--- src/rtl/pong_pkg.sv ---
// Shared types and widths for the Pong game sequencing logic.
// Pure declarations: no latency, no flow control.
// Consumers import with pong_pkg::*.
package pong_pkg;

    localparam int TIMER_W = 8;
    localparam int LIVES_W = 3;
    localparam int SCORE_W = 8;

    typedef enum logic [2:0] {
        ST_IDLE  = 3'd0,
        ST_SERVE = 3'd1,
        ST_PLAY  = 3'd2,
        ST_MISS  = 3'd3,
        ST_OVER  = 3'd4
    } state_e;

endpackage

--- src/rtl/bcd_counter2.sv ---
// Two-digit BCD counter, saturating at 99, with synchronous clear and async reset.
// Latency: count visible one cycle after inc/clr; clr has priority over inc.
// No backpressure: inc at 99 is silently absorbed.
module bcd_counter2
    import pong_pkg::*;
(
    input  logic               clk,
    input  logic               reset,
    input  logic               clr,
    input  logic               inc,
    output logic [SCORE_W-1:0] bcd
);

    logic [3:0] tens_q, tens_d;
    logic [3:0] units_q, units_d;

    always_comb begin
        tens_d  = tens_q;
        units_d = units_q;
        if (clr) begin
            tens_d  = 4'd0;
            units_d = 4'd0;
        end else if (inc && !(tens_q == 4'd9 && units_q == 4'd9)) begin
            if (units_q == 4'd9) begin
                units_d = 4'd0;
                tens_d  = tens_q + 4'd1;
            end else begin
                units_d = units_q + 4'd1;
            end
        end
    end

    always_ff @(posedge clk or posedge reset) begin
        if (reset) begin
            tens_q  <= 4'd0;
            units_q <= 4'd0;
        end else begin
            tens_q  <= tens_d;
            units_q <= units_d;
        end
    end

    assign bcd = {tens_q, units_q};

endmodule

--- src/rtl/pong_game_ctrl.sv ---
// Pong game sequencer: serve/play/miss/over FSM, BCD score, lives (optional SPEEDUP_EN adds speed_lvl).
// Latency: start acts two cycles after its rising edge is sampled; other events act on the next edge.
// No backpressure: pulses outside the state that consumes them are dropped.
module pong_game_ctrl
    import pong_pkg::*;
#(
    parameter int LIVES        = 3,
    parameter int SERVE_FRAMES = 120,
    parameter int MISS_FRAMES  = 60
) (
    input  logic               clk,
    input  logic               reset,
    input  logic               start,
    input  logic               frame_tick,
    input  logic               hit,
    input  logic               miss,
    output logic               ball_reset,
    output logic               ball_en,
    output logic [SCORE_W-1:0] score_bcd,
    output logic [LIVES_W-1:0] lives,
    output logic               game_over,
`ifdef SPEEDUP_EN
    output logic [1:0]         speed_lvl,
`endif
    output logic [2:0]         state_dbg
);

    state_e               state_q, state_d;
    logic [TIMER_W-1:0]   timer_q, timer_d;
    logic [LIVES_W-1:0]   lives_q, lives_d;
    logic                 start_q, start_d;
    logic                 start_rise_q, start_rise_d;
    logic                 ball_reset_q, ball_reset_d;
    logic                 ball_en_q, ball_en_d;
    logic                 game_over_q, game_over_d;
    logic                 score_clr;
    logic                 score_inc;

    always_comb begin
        state_d      = state_q;
        timer_d      = timer_q;
        lives_d      = lives_q;
        score_clr    = 1'b0;
        score_inc    = 1'b0;
        start_d      = start;
        start_rise_d = start & ~start_q;

        case (state_q)
            ST_IDLE, ST_OVER: begin
                if (start_rise_q) begin
                    state_d   = ST_SERVE;
                    timer_d   = '0;
                    lives_d   = LIVES_W'(LIVES);
                    score_clr = 1'b1;
                end
            end
            ST_SERVE: begin
                if (frame_tick) begin
                    if (timer_q == TIMER_W'(SERVE_FRAMES - 1)) begin
                        state_d = ST_PLAY;
                        timer_d = '0;
                    end else begin
                        timer_d = timer_q + TIMER_W'(1);
                    end
                end
            end
            ST_PLAY: begin
                // A simultaneous miss cancels the hit.
                if (miss) begin
                    state_d = ST_MISS;
                    timer_d = '0;
                    if (lives_q != '0) begin
                        lives_d = lives_q - LIVES_W'(1);
                    end
                end else if (hit) begin
                    score_inc = 1'b1;
                end
            end
            ST_MISS: begin
                if (frame_tick) begin
                    if (timer_q == TIMER_W'(MISS_FRAMES - 1)) begin
                        timer_d = '0;
                        state_d = (lives_q != '0) ? ST_SERVE : ST_OVER;
                    end else begin
                        timer_d = timer_q + TIMER_W'(1);
                    end
                end
            end
            default: state_d = ST_IDLE;
        endcase

        ball_reset_d = (state_d == ST_IDLE) || (state_d == ST_SERVE) || (state_d == ST_OVER);
        ball_en_d    = (state_d == ST_PLAY);
        game_over_d  = (state_d == ST_OVER);
    end

    // start_q resets high so a button held through reset is not seen as a new press.
    always_ff @(posedge clk or posedge reset) begin
        if (reset) begin
            state_q      <= ST_IDLE;
            timer_q      <= '0;
            lives_q      <= LIVES_W'(LIVES);
            start_q      <= 1'b1;
            start_rise_q <= 1'b0;
            ball_reset_q <= 1'b1;
            ball_en_q    <= 1'b0;
            game_over_q  <= 1'b0;
        end else begin
            state_q      <= state_d;
            timer_q      <= timer_d;
            lives_q      <= lives_d;
            start_q      <= start_d;
            start_rise_q <= start_rise_d;
            ball_reset_q <= ball_reset_d;
            ball_en_q    <= ball_en_d;
            game_over_q  <= game_over_d;
        end
    end

    bcd_counter2 u_score (
        .clk   (clk),
        .reset (reset),
        .clr   (score_clr),
        .inc   (score_inc),
        .bcd   (score_bcd)
    );

`ifdef SPEEDUP_EN
    logic [1:0] speed_q, speed_d;

    // Level rises each time a hit rolls the units digit over to 0.
    always_comb begin
        speed_d = speed_q;
        if (score_clr) begin
            speed_d = 2'd0;
        end else if (score_inc && score_bcd[3:0] == 4'd9 && score_bcd[7:4] != 4'd9
                     && speed_q != 2'd3) begin
            speed_d = speed_q + 2'd1;
        end
    end

    always_ff @(posedge clk or posedge reset) begin
        if (reset) begin
            speed_q <= 2'd0;
        end else begin
            speed_q <= speed_d;
        end
    end

    assign speed_lvl = speed_q;
`endif

    assign ball_reset = ball_reset_q;
    assign ball_en    = ball_en_q;
    assign game_over  = game_over_q;
    assign lives      = lives_q;
    assign state_dbg  = state_q;

endmodule

--- config.mk ---
export PLATFORM = sky130hd
export DESIGN_NAME = pong_game_ctrl
export DESIGN_NICKNAME = d
export VERILOG_FILES = /design/src/rtl/pong_pkg.sv /design/src/rtl/bcd_counter2.sv /design/src/rtl/pong_game_ctrl.sv
export SDC_FILE = /design/constraint.sdc
export NUM_CORES = 1
export LEC_CHECK = 0
export CORE_AREA = 2 2 76 49
export CTS_CLUSTER_SIZE = 14
export DETAILED_ROUTE_END_ITERATION = 7
export DIE_AREA = 0 0 78 51
export MAX_ROUTING_LAYER = met4
export PLACE_DENSITY = 0.83
export SYNTH_ARGS = -nofsm -noshare
export SYNTH_HDL_FRONTEND = slang
export SYNTH_SLANG_ARGS = --single-unit
--- constraint.sdc ---
create_clock -name clk -period 2.05 [get_ports clk]
set_input_delay 0.41 -clock clk [delete_from_list [all_inputs] [get_ports clk]]
set_output_delay 0.41 -clock clk [all_outputs]
set_load 0.02 [all_outputs]
=== Yosys cells after proc, flatten, opt, wreduce, memory -nomap -nowiden ===
Index checks and enable logic that the tools add are counted.

* Add/sub/neg operators: 4
* $mul: 0
* Divide/modulo/power cells: 0
* Order comparisons: 0
* Eq/ne operators: 16
* Shift-type cells: 0
* Multiplexer cells: 30
* Bitwise operators: 2
* Reduce and logical (&&, ||, !) cells: 16

{| class="wikitable"
|+ Operators with widths
! operator !! count
|-
| $mux W8 || 6
|-
| $pmux W8 S4 || 1
|-
| $mux W3 || 10
|-
| $mux W4 || 6
|-
| $pmux W3 S4 || 1
|-
| $ne A2 B2 Y1 const B || 5
|-
| $eq A3 B2 Y1 const B || 3
|-
| $add A4 B1 Y4 const B || 2
|-
| $add A8 B1 Y8 const B || 1
|-
| $eq A4 B4 Y1 const B || 2
|-
| $eq A8 B6 Y1 const B || 1
|-
| $eq A8 B7 Y1 const B || 1
|-
| $eq A3 B1 Y1 const B || 2
|-
| $eq A3 B3 Y1 const B || 2
|-
| $logic_not A3 Y1 || 2
|-
| $pmux W3 S2 || 1
|-
| $reduce_bool A2 Y1 || 3
|-
| $mux W1 || 5
|-
| $reduce_and A5 Y1 || 1
|-
| $reduce_and A4 Y1 || 1
|-
| $reduce_bool A4 Y1 || 1
|-
| $reduce_bool A3 Y1 || 1
|-
| $sub A3 B1 Y3 const B || 1
|-
| $logic_and A1 B1 Y1 || 2
|-
| 6 further kinds || 7
|}

* Register bits after elaboration: 27
* Latch bits: 0
* Bits in writable memories: 0
* ROM bits: 0
* Input port bits: 6
* Output and inout port bits: 17
* Memories kept: 0

=== Longest topological paths before layout ===
Gate-level depths: netlist of run 1.

* Depth after elaboration: 8
* Depth in mapped cells: 7

=== By module ===
Synthesis of run 1 repeated with hierarchy kept, for this count alone.

* Cell total of the unflattened synthesis: 157
* Area, all modules: 1,606.5 um^2

{| class="wikitable"
|+ By module, submodules not included
! module !! times used !! cells each !! area an instance (um^2)
|-
| pong_game_ctrl || 1 || 107 || 1,111.1
|-
| bcd_counter2 || 1 || 50 || 495.5
|}

=== Worst setup path before layout of run 1 ===
Ideal clock, no wire load.

* Kind: reg-to-reg
* Start point: register timer_q[0]
* End point: register ball_en_q (netlist: ball_en)
* Setup time: 0.080 ns
* Data arrival time: 1.790 ns
* Required time: 1.970 ns
* Slack: 0.180 ns
* Stages on the path, launching flop included: 7
* Buffers on the path: 1
* Period minus slack after synthesis: 1.870 ns
* Cells stage by stage: dfrtp_1 ha_1 and4b_1 buf_2 and4_4 or4_4 nor3b_2

* Longest elaborated chain between the ends: 5
* Elaborated cells between the ends (all ways): 8

{| class="wikitable"
|+ RTL lines
! item !! line !! source
|-
| from (decl) || pong_game_ctrl.sv:29 || <nowiki>logic [TIMER_W-1:0] timer_q, timer_d;</nowiki>
|-
| from (signal assigned) || pong_game_ctrl.sv:110 || <nowiki>timer_q <= timer_d;</nowiki>
|-
| $eq A8 B6 Y1 / $eq A8 B7 Y1 (equally long branches) || pong_game_ctrl.sv:81, pong_game_ctrl.sv:59 ||
|-
| $mux W3, on equally long branches || pong_game_ctrl.sv:81, pong_game_ctrl.sv:59 ||
|-
| $mux W3, on equally long branches || pong_game_ctrl.sv:80, pong_game_ctrl.sv:58 ||
|-
| $pmux W3 S4 * || pong_game_ctrl.sv:48 || <nowiki>case (state_q)</nowiki>
|-
| $eq A3 B2 Y1 * || pong_game_ctrl.sv:93 || <nowiki>ball_en_d = (state_d == ST_PLAY);</nowiki>
|-
| via ball_en_d || pong_game_ctrl.sv:34 || <nowiki>logic ball_en_q, ball_en_d;</nowiki>
|-
| to (signal assigned) || pong_game_ctrl.sv:115 || <nowiki>ball_en_q <= ball_en_d;</nowiki>
|-
| to (decl) || pong_game_ctrl.sv:34 ||
|}

The timed path passes the listed nets; every way through them passes the cells marked *.
A chain may end at the register's enable or synchronous reset.

=== Worst setup path in the final report of run 1 ===
* Start point: register state_q[1] (netlist: state_dbg[1])
* End point: output state_dbg[1]

{| class="wikitable"
|+ RTL lines
! item !! line !! source
|-
| from (decl) || pong_game_ctrl.sv:28 || <nowiki>state_e state_q, state_d;</nowiki>
|-
| from (signal assigned) || pong_game_ctrl.sv:109 || <nowiki>state_q <= state_d;</nowiki>
|-
| to (decl) || pong_game_ctrl.sv:25 || <nowiki>output logic [2:0] state_dbg</nowiki>
|}

No word-level cell between the ends.

==> results of run 1 <==
==> cell usage after synthesis, drive strengths merged (4+ instances only) <==
master / n / area [um^2]
nor3b: 4 / 46.3
ha: 7 / 87.6
nor2: 12 / 45.0
nand2: 12 / 45.0
inv: 11 / 41.3
buf: 5 / 32.5
nand3b: 4 / 30.0
o31ai: 4 / 30.0
mux2: 4 / 45.0
dfstp: 4 / 105
o21ai: 8 / 40.0
nor2b: 5 / 31.3
mux2i: 4 / 40.0
dfrtp: 23 / 576
a21oi: 4 / 20.0
==> per-stage QoR <==
step                      hold slack [ns]  power (mW)  std cells  utilization
after floorplan                     0.414       0.883        155            -
after global placement              0.461       0.973        225        0.546
after detailed placement            0.470        1.00        225        0.546
after CTS                           0.484        1.30        229        0.559
after global routing                0.496        1.36        229        0.561
final                               0.489        1.29        229        0.561
==> where the power goes <==
group | internal, mW | switching (mW) | total [mW]
Combinational | 0.152 | 0.165 | 0.318
Clock | 0.139 | 0.159 | 0.298
Sequential | 0.598 | 0.0793 | 0.677
==> layer usage <==
metal	routed length, um	GRT usage
met1	1590	0.248
met2	1740	0.336
met3	191	0.0389
met4	55	0.0848
met5	0	-
==> flip-flops by register name, indices dropped and copies added (netlist names) <==
register and cells:
start_rise_q 1, timer_q 8, state_dbg 3, start_q 1, game_over 1, lives 3
u_score.tens_q 4, ball_reset 1, u_score.units_q 4, ball_en 1
==> cells by family (layout without fill, tap and decap cells) <==
family | after synthesis | after routing | synth area share
DFF | 27 | 27 | 0.434
xor gates and xnor gates | 1 | 1 | 0.00558
buffers and inverters | 17 | 44 | 0.0534
muxes | 8 | 8 | 0.0542
and+or+nand+nor | 63 | 63 | 0.257
AOI/OAI and AO/OA | 32 | 32 | 0.140
adders and majority gates | 7 | 7 | 0.0558
==> worst max path at each step <==
stage / startpoint / to / slack (ns)
4_1_cts: lives[0] / lives[1] / 0.05
3_5_place_dp: frame_tick / ball_en / 0.02
5_1_grt: lives[0] / lives[1] / 0.08
3_3_place_gp: frame_tick / ball_en / 0.07
2_1_floorplan: timer_q[0] / ball_en / 0.18
6_report: state_dbg[1] / state_dbg[1] / 0.14
==> area by class of cell <==
type / count / area (um^2)
Fill cell: 300 / 1500
Inverter: 11 / 41.3
Tap cell: 47 / 58.8
Sequential cell: 27 / 682
Timing Repair Buffer: 29 / 273
Multi-Input combinational cell: 111 / 808
Clock buffer: 4 / 45.0
==> flow_metrics.py, run 1 <==
metrics = {
    "run_status": {
        "status": "finished, final reports clean",
    },
    "cells_and_area": {
        "layout-drive-gt1-share": 0.170,
        "design_area_um2": 1910,
        "n_antenna_cell": 0,
        "final_cell_mix": "dfrtp_1 (22), clkdlybuf4s50_1 (22), nand2_1 (12), nor2_1 (12), inv_1 (11)",
        "finalNetCount": 196,
        "syn_to_final_growth_pct": 21.6,
    },
    "timing": {
        "period_minus_slack_ns": 1.91,
        "skew_ns": 0.00733,
        "tns_ns": 0,
        "worstMarginPinSlew_ns": 0.376,
        "max_freq_mhz": 524,
        "rsz0062_at_grt": "no",
        "relSlewSlack": 0.746,
        "timing_hold_violations_final": 0,
        "fin_ws_ns": 0.140,
        "setup_viol_count_final": 0,
        "final_max_slew_viol_count": 0,
        "period_share": 0.932,
    },
    "critical_path": {
        "rr_endpoint": "lives[1]",
        "reg2reg_depth": 6,
        "cp_slowest_cell": "clkdlybuf4s50_1",
        "cp_num_buf_inv": 1,
        "reg2reg_slack_ns": 0.15,
        "cp_data_required_time_ns": 1.64,
        "cp_top_family": "buffers and inverters",
        "crit_chain": "clkdlybuf4s50_1",
        "crit_path_max_fanout": 10,
        "critical-path-max-stage-delay_ns": 0.68,
        "cp_num_cells": 1,
        "cp-end-kind": "output port",
        "crit_type": "flop to output port",
        "cp.arrival_ns": 1.50,
        "r2r-start": "lives[0]",
        "start_kind": "flop",
    },
    "placement": {
        "preCtsSetupSlack_ns": 0.0202,
        "hpwl_um": 2740,
        "io_buffers": 22,
        "place_area_um2": 1860,
        "routabilityCongestion": 0.892,
    },
    "route": {
        "drt-total-wl_um": 3590,
        "ant_nets": 0,
        "viasPerCell": 5.78,
        "post_drt_wl_per_cell_um": 15.7,
        "dr.pass1.iters": 4,
        "drc": 0,
        "vias": 1323,
        "drtIter0Drc": 120,
    },
    "power_and_ir_drop": {
        "total_leakage_power_nw": 0.853,
        "max-vdd-ir-drop_mv": 0.318,
        "power_density_nw_per_um2": 677,
    },
    "logic_synthesis": {
        "async_flop_share": 1.00,
        "synth_area_um2": 1570,
        "yosys_register_bits": 27,
        "synth_edf_count": 0,
        "yosysUniqueCellTypes": 48,
        "seq_area_frac_synth": 0.434,
        "syn-num-nets": 168,
        "netlist_instances": 155,
        "syn_area_per_cell_um2": 10.1,
        "synth_top_flop_cell": "dfrtp_1",
        "ys.warnings.count": 0,
    },
    "cts": {
        "numCtsBuffers": 3,
        "clk_pin_slew_ns": 0.09,
        "post_cts_resized": 0,
        "hold_buffers": 0,
        "h-tree-depth": 1,
        "postCtsSetupBuffers": 0,
        "insertion_delay_ns": 0.27,
        "cts_tree": "yes",
        "clockRootBuffer": "clkbuf_8",
        "cts.sinks": 27,
        "cts_buffer_depth": 2,
    },
    "grt": {
        "grt_max_degree": 28,
        "grt_usage": 0.203,
        "grt_overflow_total": 0,
        "grt_pass1_vias": 1338,
        "grt_pass1_wl_um": 6080,
        "antenna_found_initial": 0,
    },
    "die": {
        "die_w_um": 78,
        "die_area_um2": 3980,
        "core_um2": 3400,
        "io_pins": 23,
        "initial_core_util": 0.461,
        "row_count": 17,
        "die_h_um": 51,
    },
    "job": {
        "maxCapViolCount": 0,
    },
    "min_path": {
        "hold_class": "primary input to async pin",
    },
}
Power figures use the tool's default switching activity.
==> inputs of run 2 (changes only) <==
--- a/config.mk
+++ b/config.mk
@@ -6,11 +6,13 @@
 export NUM_CORES = 1
 export LEC_CHECK = 0
 export CORE_AREA = 2 2 76 49
+export CTS_BUF_LIST = sky130_fd_sc_hd__clkbuf_16
 export CTS_CLUSTER_SIZE = 14
 export DETAILED_ROUTE_END_ITERATION = 7
 export DIE_AREA = 0 0 78 51
 export MAX_ROUTING_LAYER = met4
-export PLACE_DENSITY = 0.83
+export PLACE_DENSITY = 0.72
+export REMOVE_ABC_BUFFERS = 1
 export SYNTH_ARGS = -nofsm -noshare
 export SYNTH_HDL_FRONTEND = slang
 export SYNTH_SLANG_ARGS = --single-unit
==> run 2 against run 1 <==
Net effect: first-iteration DRC count fell by 54%; critical path type unchanged; largest cell class unchanged; sequential power rose by 1%; highest routed layer unchanged; critical path depth did not move; final cell count did not move; critical endpoint is now state_dbg[0]; combinational power fell by 12%; cell area rose by 1.7%; core utilization rose by 0.96 points.
==> flow_metrics.py, run 2 (synthesized netlist as in run 1, its figures left out) <==
metrics = {
    "critical_path": {
        "critical-path-max-stage-delay_ns": 0.69,
        "cp_top_family": "buffers and inverters",
        "cp_slowest_cell": "clkdlybuf4s50_1",
        "crit_start": "state_dbg[0]",
        "cp.arrival_ns": 1.58,
        "cp_data_required_time_ns": 1.64,
        "cp_num_cells": 1,
        "start_kind": "flop",
        "reg2reg_slack_ns": 0.17,
        "reg2reg_depth": 5,
        "crit_path_max_fanout": 13,
        "crit_chain": "clkdlybuf4s50_1",
        "cp-endpoint": "state_dbg[0]",
        "r2r-start": "timer_q[0]",
        "cp_num_buf_inv": 1,
        "rr_endpoint": "ball_en",
        "cp-end-kind": "output port",
        "crit_type": "flop to output port",
    },
    "job": {
        "maxCapViolCount": 0,
    },
    "cells_and_area": {
        "final_cell_mix": "dfrtp_1 (23), clkdlybuf4s50_1 (22), nand2_1 (12), nor2_1 (12), inv_1 (12)",
        "filler_cell_count": 296,
        "largest_register_ffs": 8,
        "syn_to_final_growth_pct": 23.7,
        "finalNetCount": 196,
        "layout-drive-gt1-share": 0.165,
        "top_regs": "timer_q: 8 flops, u_score.tens_q: 4 flops, u_score.units_q: 4 flops",
        "largest_register": "timer_q",
        "design_area_um2": 1940,
        "final_common_cell": "dfrtp_1",
        "n_antenna_cell": 0,
    },
    "cts": {
        "h-tree-depth": 1,
        "cts_tree": "yes",
        "insertion_delay_ns": 0.26,
        "clk_pin_slew_ns": 0.07,
        "postCtsSetupBuffers": 0,
        "clockRootBuffer": "clkbuf_16",
        "cts_buffer_depth": 2,
        "numCtsBuffers": 3,
        "cts.sinks": 27,
    },
    "timing": {
        "period_share": 0.972,
        "relSlewSlack": 0.691,
        "tns_ns": 0,
        "max_freq_mhz": 502,
        "worstMarginPinSlew_ns": 0.464,
        "timing_hold_violations_final": 0,
        "period_minus_slack_ns": 1.99,
        "skew_ns": 0.00159,
        "setup_viol_count_final": 0,
        "final_max_slew_viol_count": 0,
        "rsz0062_at_grt": "no",
    },
    "power_and_ir_drop": {
        "p_int_mw": 1.00,
        "p_switching_mw": 0.408,
        "total_leakage_power_nw": 0.872,
        "combPwrFrac": 0.199,
        "power.share.clock": 0.314,
        "power_density_nw_per_um2": 725,
        "swShare": 0.290,
        "seq_power_share": 0.486,
        "max-vdd-ir-drop_mv": 0.446,
    },
    "placement": {
        "io_buffers": 22,
        "routabilityCongestion": 0.810,
        "place_area_um2": 1860,
        "hpwl_um": 2480,
    },
    "route": {
        "post_drt_wl_per_cell_um": 14.8,
        "dr.pass1.iters": 4,
        "drtIter0Drc": 55,
        "drc": 0,
        "ant_nets": 0,
        "viasPerCell": 5.64,
        "drt-total-wl_um": 3380,
        "vias": 1291,
    },
    "grt": {
        "grt_max_degree": 28,
        "grt_pass1_wl_um": 5620,
        "grt_overflow_total": 0,
        "antenna_found_initial": 0,
        "grt_pass1_vias": 1202,
        "grt_usage": 0.188,
    },
    "run_status": {
        "status": "finished, final reports clean",
    },
    "die": {
        "die_area_um2": 3980,
        "core_um2": 3400,
        "die_h_um": 51,
        "initial_core_util": 0.461,
        "io_pins": 23,
        "die_w_um": 78,
        "row_count": 17,
    },
    "min_path": {
        "hold_class": "flop to flop",
    },
}
-- run 2: power by group through the flow --
stage	Combinational [mW]	Clock [mW]	Sequential (mW)
after detailed placement	0.280	0	0.689
after floorplan	0.170	0	0.689
after global placement	0.271	0	0.686
after global routing	0.315	0.478	0.694
after CTS	0.283	0.453	0.679
final	0.281	0.443	0.684
-- run 2: area by class of cell --
class                           count  area (um^2)  area share
Timing Repair Buffer               29          273       0.141
Inverter                           11         41.3      0.0213
Clock buffer                        3         75.1      0.0387
Tap cell                           47         58.8      0.0303
Multi-Input combinational cell    111          808       0.417
Clock inverter                      1         3.75     0.00193
Sequential cell                    27          681       0.351
-- run 2: how the worst min path moves through the flow --
stage                          start    endpoint  slack (ns)  cells past startpoint
after floorplan                start     start_q        0.41                      0
after global placement    timer_q[7]  timer_q[7]        0.46                      1
after detailed placement  timer_q[7]  timer_q[7]        0.48                      1
after CTS                 timer_q[7]  timer_q[7]        0.48                      1
after global routing      timer_q[7]  timer_q[7]        0.53                      1
final                     timer_q[7]  timer_q[7]        0.48                      1
-- run 2: timing repair --
item / 4_1_cts / 5_1_grt
gates resized for setup: 0 / 1
hold buffers: 0 / 0
endpoints found under the setup margin: 0 / 2
-- run 2: worst reg2reg max path, cell delays in order, from the launching register on --
cell and delay [ns]:
dfrtp_1 0.40, ha_1 0.24, and4b_1 0.26, and4_4 0.20, or4_4 0.52, nor3b_2 0.19
-- run 2: metrics by stage --
step / utilization / setup slack [ns] / cells / hold slack (ns) / total power, mW
floorplan: - / 0.0231 / 149 / 0.414 / 0.859
CTS: 0.569 / 0.0836 / 229 / 0.483 / 1.42
global route: 0.570 / 0.0211 / 229 / 0.534 / 1.49
finish: 0.570 / 0.0575 / 229 / 0.480 / 1.41
global placement: 0.546 / 0.144 / 225 / 0.464 / 0.956
detailed placement: 0.546 / 0.0892 / 225 / 0.478 / 0.969
-- run 2: routing by layer --
metal	vias up	part of all wire	GRT usage	wire length (um)
li1	617	-	-	-
met1	632	0.48	0.243	1610
met2	38	0.47	0.295	1580
met3	4	0.046	0.0512	157
met4	0	0.0092	0.0556	31
met5	-	0	-	0
